`src/rtl/conv_frame_ctrl.sv`:
```
// conv_frame_ctrl: frame sequencer sitting in front of the V1/V2 convolutional
// encoders and the Viterbi decoder. Pulls FRAME_LEN payload bits from a
// valid/ready source, appends TAIL_LEN zero flush bits, holds the decoder in
// flush for DRAIN_CYC cycles and pulses done at frame end.
// Optional feature macro: CONV_FRAME_CTRL_ABORT_EN adds the abort input and the
// aborted output.
module conv_frame_ctrl #(
    parameter int FRAME_LEN = 16,
    parameter int TAIL_LEN  = 2,
    parameter int DRAIN_CYC = 8,
    parameter int CNT_W     = 8
) (
    input  logic             CLK,
    input  logic             RST_N,
    input  logic             start,
    input  logic             enc_sel,
`ifdef CONV_FRAME_CTRL_ABORT_EN
    input  logic             abort,
`endif
    input  logic             src_valid,
    input  logic             src_data,
    output logic             src_ready,
    output logic             enc_clr,
    output logic             enc_en,
    output logic             enc_in,
    output logic             enc_sel_q,
    output logic             dec_flush,
    output logic             busy,
    output logic             done,
`ifdef CONV_FRAME_CTRL_ABORT_EN
    output logic             aborted,
`endif
    output logic [CNT_W-1:0] bit_cnt
);

    typedef enum logic [2:0] {
        IDLE,
        CLR,
        LOAD,
        TAIL,
        DRAIN,
        DONE
    } state_e;

    localparam logic [CNT_W-1:0] LastPayload = CNT_W'(FRAME_LEN - 1);
    localparam logic [CNT_W-1:0] TailLen     = CNT_W'(TAIL_LEN);
    localparam logic [CNT_W-1:0] LastDrain   = CNT_W'(DRAIN_CYC - 1);
    localparam logic [CNT_W-1:0] CntOne      = CNT_W'(1);

    state_e             state_q, state_d;
    logic [CNT_W-1:0]   phaseCnt_q, phaseCnt_d;
    logic [CNT_W-1:0]   bitCnt_q, bitCnt_d;
    logic               encEn_q, encEn_d;
    logic               encIn_q, encIn_d;
    logic               encClr_q, encClr_d;
    logic               encSel_q, encSel_d;
    logic               decFlush_q, decFlush_d;
    logic               busy_q, busy_d;
    logic               done_q, done_d;
`ifdef CONV_FRAME_CTRL_ABORT_EN
    logic               abortSeen_q, abortSeen_d;
    logic               aborted_q, aborted_d;
`endif

    // The source may only hand over a bit while payload is being loaded.
    assign src_ready = (state_q == LOAD);

    assign enc_clr   = encClr_q;
    assign enc_en    = encEn_q;
    assign enc_in    = encIn_q;
    assign enc_sel_q = encSel_q;
    assign dec_flush = decFlush_q;
    assign busy      = busy_q;
    assign done      = done_q;
    assign bit_cnt   = bitCnt_q;
`ifdef CONV_FRAME_CTRL_ABORT_EN
    assign aborted   = aborted_q;
`endif

    // Next-state logic: phaseCnt counts handshakes in LOAD, tail bits in TAIL
    // and drain cycles in DRAIN. TAIL lasts TAIL_LEN+1 cycles because its first
    // cycle still carries the registered strobe of the last payload bit.
    always_comb begin
        state_d    = state_q;
        phaseCnt_d = phaseCnt_q;
        bitCnt_d   = bitCnt_q;
        encEn_d    = 1'b0;
        encIn_d    = 1'b0;
        encSel_d   = encSel_q;
`ifdef CONV_FRAME_CTRL_ABORT_EN
        abortSeen_d = abortSeen_q;
        aborted_d   = aborted_q;
`endif
        case (state_q)
            IDLE: begin
                if (start) begin
                    state_d    = CLR;
                    encSel_d   = enc_sel;
                    bitCnt_d   = '0;
                    phaseCnt_d = '0;
`ifdef CONV_FRAME_CTRL_ABORT_EN
                    abortSeen_d = 1'b0;
                    aborted_d   = 1'b0;
`endif
                end
            end
            CLR: begin
                state_d    = LOAD;
                phaseCnt_d = '0;
            end
            LOAD: begin
                if (src_valid) begin
                    encEn_d  = 1'b1;
                    encIn_d  = src_data;
                    bitCnt_d = bitCnt_q + CntOne;
                    if (phaseCnt_q == LastPayload) begin
                        phaseCnt_d = '0;
                        state_d    = (TAIL_LEN == 0) ? DRAIN : TAIL;
                    end else begin
                        phaseCnt_d = phaseCnt_q + CntOne;
                    end
                end
            end
            TAIL: begin
                if (phaseCnt_q == TailLen) begin
                    state_d    = DRAIN;
                    phaseCnt_d = '0;
                end else begin
                    encEn_d    = 1'b1;
                    encIn_d    = 1'b0;
                    bitCnt_d   = bitCnt_q + CntOne;
                    phaseCnt_d = phaseCnt_q + CntOne;
                end
            end
            DRAIN: begin
                if (phaseCnt_q == LastDrain) begin
                    state_d    = DONE;
                    phaseCnt_d = '0;
                end else begin
                    phaseCnt_d = phaseCnt_q + CntOne;
                end
            end
            DONE: begin
                state_d = IDLE;
            end
            default: begin
                state_d = IDLE;
            end
        endcase
`ifdef CONV_FRAME_CTRL_ABORT_EN
        if (abort && ((state_q == CLR) || (state_q == LOAD) || (state_q == TAIL))) begin
            state_d     = TAIL;
            phaseCnt_d  = '0;
            bitCnt_d    = '0;
            encEn_d     = 1'b0;
            encIn_d     = 1'b0;
            abortSeen_d = 1'b1;
        end
        if ((state_q == DRAIN) && (state_d == DONE)) begin
            aborted_d = abortSeen_q;
        end
`endif
    end

    // State-aligned flags are registered from the next state so they line up with it.
    always_comb begin
        encClr_d   = (state_d == CLR);
        decFlush_d = (state_d == DRAIN);
        busy_d     = (state_d != IDLE);
        done_d     = (state_d == DONE);
    end

    // State and output registers; reset abandons any frame in flight.
    always_ff @(posedge CLK or negedge RST_N) begin
        if (!RST_N) begin
            state_q    <= IDLE;
            phaseCnt_q <= '0;
            bitCnt_q   <= '0;
            encEn_q    <= 1'b0;
            encIn_q    <= 1'b0;
            encClr_q   <= 1'b0;
            encSel_q   <= 1'b0;
            decFlush_q <= 1'b0;
            busy_q     <= 1'b0;
            done_q     <= 1'b0;
`ifdef CONV_FRAME_CTRL_ABORT_EN
            abortSeen_q <= 1'b0;
            aborted_q   <= 1'b0;
`endif
        end else begin
            state_q    <= state_d;
            phaseCnt_q <= phaseCnt_d;
            bitCnt_q   <= bitCnt_d;
            encEn_q    <= encEn_d;
            encIn_q    <= encIn_d;
            encClr_q   <= encClr_d;
            encSel_q   <= encSel_d;
            decFlush_q <= decFlush_d;
            busy_q     <= busy_d;
            done_q     <= done_d;
`ifdef CONV_FRAME_CTRL_ABORT_EN
            abortSeen_q <= abortSeen_d;
            aborted_q   <= aborted_d;
`endif
        end
    end

endmodule

```
`config.mk`:
```
export PLATFORM = sky130hd
export DESIGN_NAME = conv_frame_ctrl
export DESIGN_NICKNAME = d
export VERILOG_FILES = /design/src/rtl/conv_frame_ctrl.sv
export SDC_FILE = /design/constraint.sdc
export NUM_CORES = 1
export LEC_CHECK = 0
export BUFFER_PORTS_ARGS = -buffer_cell sky130_fd_sc_hd__buf_4
export CAP_MARGIN = 20
export CORE_AREA = 8 8 61 63
export DETAILED_ROUTE_END_ITERATION = 7
export DIE_AREA = 0 0 69 71
export HOLD_SLACK_MARGIN = 0.03
export PLACE_DENSITY = 0.75
export SLEW_MARGIN = 25
export SYNTH_ARGS = -nofsm -noshare
export SYNTH_HDL_FRONTEND = slang
export SYNTH_SLANG_ARGS = --single-unit
```
`constraint.sdc`:
```
create_clock -name CLK -period 2.3 [get_ports CLK]
set_input_delay 0.115 -clock CLK [delete_from_list [all_inputs] [get_ports CLK]]
set_output_delay 0.115 -clock CLK [all_outputs]
set_load 0.02 [all_outputs]
```
==> flow_summary.json <==
{
  "final_cells": 202,
  "r2r_end": "phaseCnt_q[3]$_DFFE_PN0P_",
  "nFillCells": 251,
  "post-place-cells": 197,
  "synthArstFlopShare": 1.000,
  "power_density_nw_per_um2": 1036,
  "cts_tree": "built",
  "wl_mm": 3.182,
  "clk_path_buf_depth": 2,
  "ant_nets": 0,
  "place_ws_ps": 312.4,
  "grt_pass1_vias": 1246,
  "synthSimpleGateAreaFrac": 0.2588,
  "r2r_cells": 4,
  "die_area_um2": 4899,
  "synth.top_cell.area_share": 0.4456,
  "cp_max_fo": 9,
  "p_total_mw": 1.758,
  "rsz0062_at_grt": "false",
  "synth.area.top_cells": "dfrtp_1, mux2i_1, a21oi_1, nand2_1, o31ai_1",
  "final_util": 0.5952,
  "ys_types": 44,
  "grt_first_pass_wirelength_mm": 5.485,
  "antenna_cells": 0,
  "die_h_um": 71,
  "drive_gt1_frac": 0.2189,
  "insertion_delay_ps": 310,
  "yosys.area_share.xor_xnor": 0.005998,
  "criticalPathCategory": "register to register",
  "synth_fp_nets": 155,
  "grt.total_usage": 0.1286,
  "row_count": 20,
  "worstMarginPinSlew_ps": 704.2,
  "p_comb_frac": 0.495,
  "postLayoutCellArea_um2": 1698,
  "synth_cells": 146,
  "avgViaCountPerCell": 6.218,
  "cts_resized": 0,
  "grt_antenna_before_repair": 0,
  "holdWs_ps": 45.58,
  "muxShareOfSynthArea": 0.04199,
  "cts-root-buf": "clkbuf_4",
  "synth_flop_cell": "dfrtp_1",
  "peakVddDrop_mv": 0.6181,
  "max_slew_margin": 0.5277,
  "fmax_mhz": 499.3,
  "worstHoldPathType": "input port to register",
  "tritoncts.num_buffers": 3,
  "path_clk_slew_ps": 130,
  "p_leak_nw": 0.7509,
  "start_util": 0.5118,
  "synth_edf_count": 0,
  "timing.setup.tns_ps": 0,
  "core_um2": 2853,
  "hold_depth": 2,
  "slew_violations": 0,
  "startpoint_type": "register",
  "finalHoldViolCount": 0,
  "worstHoldStart": "src_data",
  "synth_adder_area_share": 0.02571,
  "pin_count": 22,
  "final_cell_mix": "dfrtp_1, buf_4, nand2_1, a21oi_1, nor3_1",
  "cts_sinks": 26,
  "r2r-start": "phaseCnt_q[4]$_DFFE_PN0P_",
  "ys_seq_area_frac": 0.4456,
  "placed_area_um2": 1655,
  "grt_max_degree": 27,
  "syn_area_um2": 1460,
  "synth_compound_area_frac": 0.1859,
  "die_w_um": 69,
  "worst_ep_required_time_ps": 2500,
  "period_share": 0.8707,
  "hpwl_mm": 2.374,
  "synth_top_area_cell": "dfrtp_1",
  "finalSetupViolations": 0,
  "outcome": "finished, final reports clean",
  "fin_skew_ps": 3.994,
  "synth.avg_cell_area_um2": 10.00,
  "ctsHtreeMaxLevel": 1,
  "setup_slack_ps": 297.3,
  "vias": 1256,
  "fin_nets": 180,
  "route.detailed.drc": 0,
  "rrSetupSlack_ps": 300,
  "drt_iter0_markers": 75,
  "port_buffers": 21,
  "post-cts-setup-buffers": 0,
  "place_congestion": 0.8086,
  "post-route-min-period_ps": 2003,
  "endpoint_kind": "register",
  "synth_top_family_by_area": "simple AND/OR/NAND/NOR gates",
  "min_to": "enc_in$_DFF_PN0_",
  "mostFrequentLayoutCell": "dfrtp_1",
  "pwr-share-clk": 0.107,
  "wl_per_cell_um": 15.75,
  "overflow": 0,
  "areaGrowthSynthToFinish_pct": 16.28,
  "swShare": 0.4304,
  "internal_power_mw": 1.002,
  "worst_ep_arrival_time_ps": 2200,
  "max_cap_violations": 0,
  "dr.pass1.iters": 4,
  "ys_seq_elements": 26,
  "pwr-share-seq": 0.398,
  "ys.warnings.count": 0,
  "power.switching_uw": 756.7
}
## area by class of cell
class	count	area [um2]	share of cell area
Clock buffer	3	22.52	0.01326
Inverter	5	18.77	0.01105
Multi-Input combinational cell	108	757.0	0.4458
Sequential cell	26	650.6	0.3832
Tap cell	33	41.29	0.02432
Timing Repair Buffer	27	207.7	0.1223
## metal layers
layer  global-route usage  vias up  wire length (um)
li1                     -      602                 -
met5                    0        -                 0
met4              0.05239        0                19
met1               0.1467      626              1384
met2               0.2244       26              1617
met3              0.03077        2               161
## sequential cells by signal (all words and copies together) (netlist names)
| name | flops |
|---|---|
| state_q | 3 |
| enc_clr | 1 |
| done | 1 |
| enc_en | 1 |
| bit_cnt | 8 |
| enc_in | 1 |
| phaseCnt_q | 8 |
| enc_sel_q | 1 |
| busy | 1 |
| dec_flush | 1 |
## cell usage after synthesis (2+ instances only)
cell and n:
or2_2 2, a31oi_1 3, ha_1 3, mux2i_1 5, nand3_1 4, nand3b_1 2, nor4_1 3, nand4_1 3
nor3_1 8, and2_1 2, and3_1 5, inv_1 4, a211oi_1 2, dfrtp_1 26, o311ai_1 2, nand2b_1 4
a21oi_1 9, o31ai_1 6, o21ai_0 4, or4_1 5, clkbuf_1 5, nand2_1 12, nor2_1 6
## power groups by stage
| stage | Clock, mW | Combinational [mW] | Sequential, mW |
|---|---|---|---|
| 2_1_floorplan | 0 | 0.511 | 0.769 |
| 3_3_place_gp | 0 | 0.853 | 0.701 |
| 3_5_place_dp | 0 | 0.875 | 0.710 |
| 4_1_cts | 0.197 | 0.881 | 0.700 |
| 5_1_grt | 0.213 | 0.965 | 0.719 |
| 6_report | 0.188 | 0.870 | 0.700 |
## repair_timing
action | 4_1_cts | 5_1_grt
endpoints found under the hold margin | 27 | 0
hold buffers | 2 | 0
endpoints found under the setup margin | 0 | 0
## logic make-up (layout without fill, tap and decap cells)
kind of cell | after synthesis | after routing
XOR/XNOR | 1 | 1
buffers and inverters | 12 | 35
multiplexers | 6 | 6
AND/OR/NAND/NOR | 63 | 63
flip-flops | 26 | 26
AO/OA/AOI/OAI | 35 | 35
adder cells (fa/ha/maj) | 3 | 3
## worst max-delay path, cell delays in order (launching register included)
cell and delay (ps):
dfrtp_1 490, or4_4 620, o311a_4 410, nor4_4 260, nor3_1 110
## worst max-delay path by stage
stage                                    from                        end  slack (ps)
finish              phaseCnt_q[4]$_DFFE_PN0P_  phaseCnt_q[3]$_DFFE_PN0P_         300
global route        phaseCnt_q[0]$_DFFE_PN0P_  phaseCnt_q[1]$_DFFE_PN0P_         100
CTS                 phaseCnt_q[4]$_DFFE_PN0P_  phaseCnt_q[3]$_DFFE_PN0P_         280
detailed placement  phaseCnt_q[4]$_DFFE_PN0P_  phaseCnt_q[3]$_DFFE_PN0P_         310
global placement    phaseCnt_q[4]$_DFFE_PN0P_  phaseCnt_q[7]$_DFFE_PN0P_         380
floorplan           phaseCnt_q[4]$_DFFE_PN0P_  phaseCnt_q[0]$_DFFE_PN0P_         400
No activity file was read; power rests on OpenSTA's default activity.
